`src/rtl/jk_bank_arbiter.sv`:
```
// jk_bank_arbiter: round-robin arbiter that serialises JK set/clear/toggle
// operations from NREQ requesters onto one shared WIDTH-bit JK bank.
//
// Handshake: a lane raises req and holds it until it sees its ack pulse.
// The lane's J/K vectors are captured at the edge that issues grant, so they
// may change freely afterwards. The op is applied at the next edge, where the
// one-cycle ack pulse also starts. grant, ack and busy clear together at the
// edge that ends the DONE cycle. A req still high at that point competes
// again in IDLE, under round-robin priority.
module jk_bank_arbiter #(
    parameter int WIDTH = 8,
    parameter int NREQ  = 4
) (
    input  logic                  clk,
    input  logic                  rst_n,
    input  logic [NREQ-1:0]       req,
    input  logic [NREQ*WIDTH-1:0] j_in,
    input  logic [NREQ*WIDTH-1:0] k_in,
    output logic [NREQ-1:0]       grant,
    output logic [NREQ-1:0]       ack,
    output logic                  busy,
    output logic [WIDTH-1:0]      q,
    output logic [WIDTH-1:0]      q1
);

    localparam int IW = (NREQ > 1) ? $clog2(NREQ) : 1;

    typedef enum logic [1:0] {
        IDLE  = 2'd0,
        APPLY = 2'd1,
        DONE  = 2'd2
    } state_t;

    // state is the observable FSM state for checkers bound to this block.
    state_t          state;
    state_t          state_nx;

    logic [IW-1:0]    rr_ptr;
    logic [IW-1:0]    win_idx;
    logic [IW-1:0]    win_lat;
    logic [IW-1:0]    cand;
    logic             found;
    logic [WIDTH-1:0] j_win;
    logic [WIDTH-1:0] k_win;
    logic [WIDTH-1:0] j_lat;
    logic [WIDTH-1:0] k_lat;

    // Scan lanes starting at rr_ptr and take the first request found.
    always_comb begin
        found   = 1'b0;
        win_idx = '0;
        cand    = rr_ptr;
        for (int off = 0; off < NREQ; off++) begin
            if (!found && req[cand]) begin
                found   = 1'b1;
                win_idx = cand;
            end
            cand = (cand == IW'(NREQ - 1)) ? '0 : cand + 1'b1;
        end
    end

    // Select the J/K vectors of the lane that would win this cycle.
    always_comb begin
        j_win = '0;
        k_win = '0;
        for (int i = 0; i < NREQ; i++) begin
            if (win_idx == IW'(i)) begin
                j_win = WIDTH'(j_in >> (i * WIDTH));
                k_win = WIDTH'(k_in >> (i * WIDTH));
            end
        end
    end

    // FSM state register.
    always_ff @(posedge clk or negedge rst_n) begin
        if (!rst_n) state <= IDLE;
        else        state <= state_nx;
    end

    // Next-state logic. A transaction always takes exactly three cycles.
    always_comb begin
        state_nx = state;
        case (state)
            IDLE:    if (found) state_nx = APPLY;
            APPLY:   state_nx = DONE;
            DONE:    state_nx = IDLE;
            default: state_nx = IDLE;
        endcase
    end

    // Datapath: grant and latch in IDLE, update the bank in APPLY, clear in DONE.
    always_ff @(posedge clk or negedge rst_n) begin
        if (!rst_n) begin
            grant   <= '0;
            ack     <= '0;
            busy    <= 1'b0;
            q       <= '0;
            rr_ptr  <= '0;
            win_lat <= '0;
            j_lat   <= '0;
            k_lat   <= '0;
        end else begin
            case (state)
                IDLE: begin
                    if (found) begin
                        grant   <= NREQ'(1) << win_idx;
                        win_lat <= win_idx;
                        j_lat   <= j_win;
                        k_lat   <= k_win;
                        busy    <= 1'b1;
                    end
                end
                APPLY: begin
                    // Per bit: JK=00 hold, 01 clear, 10 set, 11 toggle.
                    q      <= (j_lat & ~q) | (~k_lat & q);
                    ack    <= grant;
                    rr_ptr <= (win_lat == IW'(NREQ - 1)) ? '0 : win_lat + 1'b1;
                end
                DONE: begin
                    ack   <= '0;
                    grant <= '0;
                    busy  <= 1'b0;
                end
                default: begin
                    ack   <= '0;
                    grant <= '0;
                    busy  <= 1'b0;
                end
            endcase
        end
    end

    // Complementary output. It equals ~q in every cycle, including reset.
    assign q1 = ~q;

endmodule
```
`config.mk`:
```
export PLATFORM = sky130hd
export DESIGN_NAME = jk_bank_arbiter
export DESIGN_NICKNAME = d
export VERILOG_FILES = /design/src/rtl/jk_bank_arbiter.sv
export SDC_FILE = /design/constraint.sdc
export NUM_CORES = 1
export LEC_CHECK = 0
export CAP_MARGIN = 5
export CORE_AREA = 3 3 99 78
export DETAILED_ROUTE_END_ITERATION = 6
export DIE_AREA = 0 0 102 81
export PLACE_DENSITY = 0.74
export SYNTH_ARGS = -nofsm -noshare
export SYNTH_HDL_FRONTEND = slang
export SYNTH_SLANG_ARGS = --single-unit
export TNS_END_PERCENT = 5
```
`constraint.sdc`:
```
create_clock -name clk -period 2.5 [get_ports clk]
set_input_delay 0.625 -clock clk [delete_from_list [all_inputs] [get_ports clk]]
set_output_delay 0.625 -clock clk [all_outputs]
set_load 0.1 [all_outputs]
```
== After elaboration in Yosys (flattened, before gate mapping) ==
Cells that the tools add are included.
Storage, ports and cells
  register bits: 39
  output and inout port bits: 25
  bits in latches: 0
  memories: 0
  bits in writable memories: 0
  ROM bits: 0
Operators by class
  multiplexer cells: 35
  add/subtract/negate cells: 4
  equal/unequal tests: 9
  order comparisons: 4
  reduce and logical (&&, ||, !) cells: 10
  shift-type cells: 1
  div/mod/pow operators: 0
  bitwise gates (word level): 6
  $mul: 0
Operators with widths (count)
  $mux 8: 8
  $mux 2: 9
  $and 8x8->8: 2
  $not 8->8: 2
  $pmux 4 s2: 2
  $eq 2x2->1 const B: 6
  $lt 2x3->1 const B: 4
  $mux 1: 9
  $add 2x1->2 const B: 4
  $bmux 1 s2: 4
  $or 8x8->8: 1
  $eq 2x1->1 const B: 2
  $logic_not 2->1: 2
  $mux 4: 1
  $pmux 2 s2: 1
  $reduce_and 2->1: 2
  $shl 1x2->4 const A: 1
  $logic_and 1x1->1: 3
  $logic_not 1->1: 3
  $ne 2x2->1 const B: 1
  $pmux 1 s2: 1
  $not 1->1: 1

== Logic depth before layout (Yosys ltp) ==
Gate-level depths: netlist of the first run.
  word-level depth: 17
  depth in mapped cells: 10
  depth with buffers taken out: 8

== Worst setup path after synthesis of the first run ==
OpenSTA, ideal clock, no wires.
  kind: flip-flop to flip-flop
  start point: reg rr_ptr[1]
  end point: reg j_lat[0]
  cell stages (with the launch flop): 9
  setup time: 146 ps
  setup slack: -53 ps
  data arrival time: 2407 ps
  period minus slack after synthesis: 2553 ps
  path through: dfrtp_1 ha_1 or3_1 a21oi_1 o41ai_4 or2_2 buf_4 nor2_1 a211oi_1
Between the ends
  word-level cells in the longest chain between the ends: 17
RTL lines
  start, declared: line 38  | logic [IW-1:0] rr_ptr;
  start signal, assigned: line 117  | rr_ptr <= (win_lat == IW'(NREQ - 1)) ? '0 : win_lat + 1'b1;
  branches (longest 17 deep; another with $add 2x1->2)
  end signal, assigned: line 108  | j_lat <= j_win;
  end, declared: line 45  | logic [WIDTH-1:0] j_lat;
Several ways; the timed one is not identified. The select of a mux whose other input is x is not followed.
A chain may end at the register's enable or synchronous reset.

== Worst setup path in the final report of the first run ==
  start point: reg rr_ptr[0]
  end point: reg j_lat[3]
The elaborated chain is that of the path after synthesis.

==> results.md, run 1 <==
- Die Wd: 102 um
- Max-Cap Viols: 0
- Hold Vio Cnt, Final: 0
- Critical-path cell list: ha_4 > buf_6 > buf_6 > mux2_4 > a22oi_2 > a211oi_2 > or2_4 > buf_6 > a2111oi_4 > a211oi_2
- Nets: 541
- Top cell type's share of synthesized area: 34.4%
- Total GRT Usage: 22.5%
- Core area: 6770 sq um
- DRT iter0 DRCs: 202
- Starting Density: 41.9%
- Vias in the first global route: 2960
- Max Freq: 0.377 GHz
- Synthesis-to-finish area growth: 63.3%
- Gpl congestion: 0.839
- Vias per inst: 5.72
- Crit path buffers/inverters: 3
- DIE HEIGHT: 81 um
- DRT Pass-1 Iters: 5
- GRT Residual Overflow: 0
- # IOs: 95
- CP Capture Type: flop
- Share of cells above drive strength 1: 29.1%
- Rows: 26
- Synthesized area: 2840 sq um
- Worst setup path class: flop to flop
- Syn Inst Count: 341
- Routed WL: 9930 um
- CTS clk-pin slew, worst paths: 0.08 ns
- Post-route cell area: 4630 sq um
- Top_reg_cell synth: dfrtp_1
- Syn_area_per_cell: 8.32 sq um
- Routed len/inst: 17.9 um
- Clk sinks: 39
- Global-route wire length before repair: 14700 um
- Sum Neg Setup Slack: -1.39 ns
- Number of synthesized flops with an enable pin: 0
- ANT cells: 0
- Layout fillers: 502
- Final Max Tran Viols: 0
- Antenna viol nets, final: 0
- Initial antenna violation count: 0
- Area leader, netlist: dfrtp_1
- Via count: 3171
- Slowest cell on crit path: dfrtp_2
- TritonCTS clock tree: yes
- Unique masters post-synth: 44
- Worst relative slew slack: 42.4%
- Synth top area cells: dfrtp_1 (34%), mux2i_1 (9.2%), nor2_1 (8.3%)
- Tcrit/Tclk final: 106%
- Clock root buffer: clkbuf_8
- Clk_skew: 0.00455 ns
- Mapped Nets: 413
- Hpwl dp: 6520 um
- Most Frequent Cell on Critical Path: buf_6
- Unrepaired setup endpoints after global routing: true
- Port Buf Inserts: 94
- Critical path required time: 2.66 ns
- Final min period: 2.65 ns
- Worst path max stage delay: 0.44 ns
- Failing checks: negative setup slack
- Synthesis warning total: 0
- Post-DP Area: 4000 sq um
- Number of H-tree levels: 2
- Outcome: finished with violations
- Drt drc: 0
- Pin count of the biggest net entering global routing: 51
- Worst-Margin Slew: 0.864 ns
- Share of synthesized registers carrying an async set or reset: 100%
- Worst-path fanout max: 8
- PnR worst setup slack: -0.153 ns
- Cell family with most CP delay: compound AO/OA/AOI/OAI gates
- Min-delay worst type: input port to asynchronous set/reset pin
- Part of the Yosys area used for sequential elements: 34.4%
- Seq cells post-synth: 39
- Final setup viols: 18
- CP startpoint kind: flop
- Clock Path Buffers: 2
- Die area: 8260 sq um
- Skew-Pair Late Insertion Delay: 0.29 ns
- TritonCTS buffer count: 5
- Critical Path AT: 2.81 ns
==> routing by layer <==
metal,track usage [%],up-vias,share of wire (%)
li1,-,1512,-
met1,32.9,1509,45
met2,35.2,136,47
met3,3.52,14,7.0
met4,4.46,0,1.2
met5,0,-,0
==> kinds of logic after synthesis <==
kind of cell	Yosys count	share of synthesized area (%)
mux	29	10.8
flops	39	34.4
simple gates	124	20.6
buf+inv	44	7.15
fa+ha+maj	2	0.882
compound gates	103	26.2
==> metrics by stage <==
| step | hold slack (ns) | setup slack [ns] | std cells | util [%] |
|---|---|---|---|---|
| floorplan | 0.329 | -0.00619 | 341 | - |
| global placement | 0.438 | -0.543 | 528 | 59.2 |
| detailed placement | 0.446 | -0.555 | 528 | 59.2 |
| CTS | 0.456 | -0.0429 | 542 | 64.6 |
| global route | 0.481 | -0.209 | 554 | 68.4 |
| finish | 0.449 | -0.153 | 554 | 68.4 |
==> repair_timing <==
item                       in CTS  in global routing
pin swaps                      13                 30
buffers inserted                5                 14
hold buffers                    0                  0
gates cloned                    2                  0
setup endpoints to repair      18                 20
resized for setup              57                 34
==> worst paths after layout <==
kind,startpoint,to,slack (ns),depth (start not counted)
max,rr_ptr[0],j_lat[3],-0.15,10
min in group clk,k_lat[4],q[4],0.46,1
min reg2reg,k_lat[4],q[4],0.46,1
min,rst_n,grant[0],0.45,1
max in group asynchronous,rst_n,rr_ptr[0],1.45,1
max reg2reg,rr_ptr[0],j_lat[3],-0.15,10
==> cells in the final DEF (no fill, tap or decap), types with 9 or more instances in the layout <==
cell / instances
buf_4: 65
clkdlybuf4s50_1: 64
nor2_1: 61
dfrtp_1: 38
mux2i_1: 24
nand3_1: 18
inv_1: 13
a22oi_1: 13
o21ai_0: 12
a21oi_1: 11
nor2b_1: 10
a211oi_1: 10
nand2_1: 9
==> final cells by class <==
cell class,count,area (sq um),area share [%]
inverters,14,52.6,1.13
flip-flops and latches,39,977,21.1
repair buffers,151,1430,31.0
clock buffers,7,76.3,1.65
multi-input cells,258,1980,42.8
clock inverters,1,5.00,0.108
well taps,84,105,2.27
==> registers in the layout, indices dropped and copies added, names as in the netlist <==
register and count:
j_lat 8, ack 4, win_lat 2, grant 4, rr_ptr 2, k_lat 8, busy 1, q 8
state 2
==> synthesized netlist by cell type (all sizes together), types with 2 or more instances <==
| cell type | instances |
|---|---|
| nor2 | 64 |
| dfrtp | 39 |
| mux2i | 26 |
| o21ai | 22 |
| a211oi | 18 |
| nand3 | 18 |
| a22oi | 16 |
| clkbuf | 16 |
| a2111oi | 15 |
| buf | 14 |
| inv | 14 |
| a21oi | 13 |
| nor2b | 11 |
| nand2 | 9 |
| a31oi | 8 |
| and2b | 5 |
| or3 | 5 |
| a21o | 2 |
| a32oi | 2 |
| and2 | 2 |
| ha | 2 |
| mux2 | 2 |
| nand3b | 2 |
| o31a | 2 |
| or2 | 2 |
Power of run 1 is left out: the tool's default activity adds up to more than one toggle a clock period on the data nets, which glitch-free logic cannot reach.
==> run 2, diff against run 1 <==
--- a/config.mk
+++ b/config.mk
@@ -7,6 +7,7 @@
 export LEC_CHECK = 0
 export CAP_MARGIN = 5
 export CORE_AREA = 3 3 99 78
+export CTS_CLUSTER_DIAMETER = 60
 export DETAILED_ROUTE_END_ITERATION = 6
 export DIE_AREA = 0 0 102 81
 export PLACE_DENSITY = 0.74
==> results of run 2 <==
No change in the layout: final DEF, timing and power equal those of run 1.
Power of run 2 is left out for the same reason.
==> run 3, diff against run 2 <==
--- a/config.mk
+++ b/config.mk
@@ -6,11 +6,11 @@
 export NUM_CORES = 1
 export LEC_CHECK = 0
 export CAP_MARGIN = 5
-export CORE_AREA = 3 3 99 78
+export CORE_AREA = 3 3 87 89
 export CTS_CLUSTER_DIAMETER = 60
 export DETAILED_ROUTE_END_ITERATION = 6
-export DIE_AREA = 0 0 102 81
-export PLACE_DENSITY = 0.74
+export DIE_AREA = 0 0 90 92
+export PLACE_DENSITY = 0.73
 export SYNTH_ARGS = -nofsm -noshare
 export SYNTH_HDL_FRONTEND = slang
 export SYNTH_SLANG_ARGS = --single-unit
==> results.md, run 3 (same netlist as run 1, synthesis figures left out) <==
- Number of H-tree levels: 2 (unchanged)
- Hold WS: 0.246 ns (was 0.449 ns)
- Worst setup path class: flop to flop (unchanged)
- Flop2flop setup slack: -0.03 ns (was -0.15 ns)
- Final setup viols: 4 (was 18)
- Min-delay worst type: input port to asynchronous set/reset pin (unchanged)
- Tcrit/Tclk final: 101% (was 106%)
- ANT cells: 0 (unchanged)
- Clock root buffer: clkbuf_8 (unchanged)
- Via count: 3136 (was 3171)
- Vias per inst: 5.56 (was 5.72)
- Worst-path fanout max: 8 (unchanged)
- Worst-Margin Slew: 0.431 ns (was 0.864 ns)
- PnR worst setup slack: -0.0297 ns (was -0.153 ns)
- Clock Path Buffers: 2 (unchanged)
- Max Freq: 0.395 GHz (was 0.377 GHz)
- DRT iter0 DRCs: 244 (was 202)
- Final min period: 2.53 ns (was 2.65 ns)
- Vias in the first global route: 2952 (was 2960)
- Critical path required time: 2.66 ns (about the same)
- Most common cell after layout, fill and taps aside: buf_4 (unchanged)
- Initial antenna violation count: 0 (unchanged)
- DRT Pass-1 Iters: 4 (was 5)
- Share of cells above drive strength 1: 27.6% (was 29.1%)
- DIE HEIGHT: 92 um (was 81 um)
- Nets: 540 (was 541)
- Slowest cell on crit path: dfrtp_2 (unchanged)
- Most Frequent Cell on Critical Path: buf_4 (was buf_6)
- Critical-path cell list: ha_4 > mux2i_4 > buf_4 > mux2i_1 > a211oi_2 > nor2_1 > buf_4 > buf_12 > a2111oi_2 > a211oi_1 (was ha_4 > buf_6 > buf_6 > mux2_4 > a22oi_2 > a211oi_2 > or2_4 > buf_6 > a2111oi_4 > a211oi_2)
- Crit path buffers/inverters: 3 (unchanged)
- Rows: 30 (was 26)
- Cell family with most CP delay: compound AO/OA/AOI/OAI gates (unchanged)
- Clk_skew: 0.00780 ns (was 0.00455 ns)
- Antenna viol nets, final: 0 (unchanged)
- Worst relative slew slack: 71.3% (was 42.4%)
- Critical Path AT: 2.69 ns (was 2.81 ns)
- TritonCTS buffer count: 5 (unchanged)
- Skew-Pair Late Insertion Delay: 0.29 ns (about the same)
- Total GRT Usage: 22.5% (about the same)
- Unrepaired setup endpoints after global routing: true (unchanged)
- Synthesis-to-finish area growth: 62.2% (was 63.3%)
- Max-Cap Viols: 0 (unchanged)
- Layout fillers: 549 (was 502)
- GRT Residual Overflow: 0 (unchanged)
- # IOs: 95 (unchanged)
- Failing checks: negative setup slack (unchanged)
- Dpl ws: -0.938 ns (was -0.555 ns)
- Largest registers: j_lat x8, k_lat x8, q x8 (unchanged)
- Port Buf Inserts: 94 (unchanged)
- Multi-input gate area: 2000 sq um (was 1980 sq um)
- Starting Density: 41.5% (was 41.9%)
- Die Wd: 90 um (was 102 um)
- Hpwl dp: 6800 um (was 6520 um)
- Drt drc: 0 (unchanged)
- Clk sinks: 39 (unchanged)
- Hold Vio Cnt, Final: 0 (unchanged)
- TritonCTS clock tree: yes (unchanged)
- Routed WL: 9720 um (was 9930 um)
- Core area: 6830 sq um (was 6770 sq um)
- Outcome: finished with violations (unchanged)
- Worst path max stage delay: 0.44 ns (about the same)
- Storage element area: 977 sq um (unchanged)
- CP startpoint kind: flop (unchanged)
- CTS clk-pin slew, worst paths: 0.08 ns (about the same)
- Final Max Tran Viols: 0 (unchanged)
- Global-route wire length before repair: 15300 um (was 14700 um)
- Die area: 8280 sq um (was 8260 sq um)
- Gpl congestion: 0.864 (was 0.839)
- Pin count of the biggest net entering global routing: 53 (was 51)
- Most frequent cells in the layout: buf_4 (71), clkdlybuf4s50_1 (64), nor2_1 (61) (was buf_4 (65), clkdlybuf4s50_1 (64), nor2_1 (61))
- CP Capture Type: flop (unchanged)
- Routed len/inst: 17.2 um (was 17.9 um)
==> run 3: changes by cell type in the layout (fill, tap and decap cells not counted), moves of 3 or more <==
cell,previous run,this run
a211oi_1,10,16
o21ai_0,12,18
buf_4,65,71
buf_12,8,4
a211oi_2,8,2
a2111oi_4,7,12
a2111oi_2,8,3
o21ai_1,7,3
buf_6,8,5
==> run 3: worst paths after layout <==
check | start | endpoint | cells after the start
worst max-delay path | rr_ptr[0] | k_lat[6] | 10
min in group clk | k_lat[4] | q[4] | 1
worst max register to register | rr_ptr[0] | k_lat[6] | 10
worst min-delay path | rst_n | j_lat[7] | 1
worst min register to register | k_lat[4] | q[4] | 1
max in group asynchronous | rst_n | busy | 2
==> run 3: worst reg2reg max path: stages (launching register included) <==
cell       delay [ns]
dfrtp_2          0.44
ha_4             0.35
mux2i_4          0.31
buf_4            0.15
mux2i_1          0.07
a211oi_2         0.19
nor2_1           0.07
buf_4            0.16
buf_12           0.15
a2111oi_2        0.42
a211oi_1         0.11
==> run 3: cell type report <==
cell class                      count  area share [%]
Multi-Input combinational cell    258            43.4
Tap cell                           96            2.61
Timing Repair Buffer              150            29.7
Clock inverter                      1           0.109
Sequential cell                    39            21.2
Clock buffer                        6            1.80
Inverter                           14            1.14
==> run 3: what timing repair did <==
item | CTS | global route
endpoints found under the hold margin | 0 | 0
gates resized for setup | 59 | 20
endpoints found under the setup margin | 23 | 18
pin swaps | 11 | 14
setup buffers | 6 | 10
hold buffers | 0 | 0
==> run 3: stage by stage <==
step	std cells	utilization, %	instance area, sq um	TNS [ns]
3_3_place_gp	542	58.7	4010	-13.37
5_1_grt	564	67.3	4600	-0.845
3_5_place_dp	542	58.7	4010	-14.19
2_1_floorplan	341	-	2840	-0.0618
6_report	564	67.3	4600	-0.0492
4_1_cts	554	64.7	4420	-0.0504
==> run 3: per-layer routing <==
metal  routed length [um]  vias to the layer above  track usage, %
met3                  521                       11            4.43
met4                  121                        0            6.89
met5                    0                        -               0
met1                 4430                     1514            32.1
li1                     -                     1491               -
met2                 4650                      120            34.5
Power of run 3 is left out for the same reason.
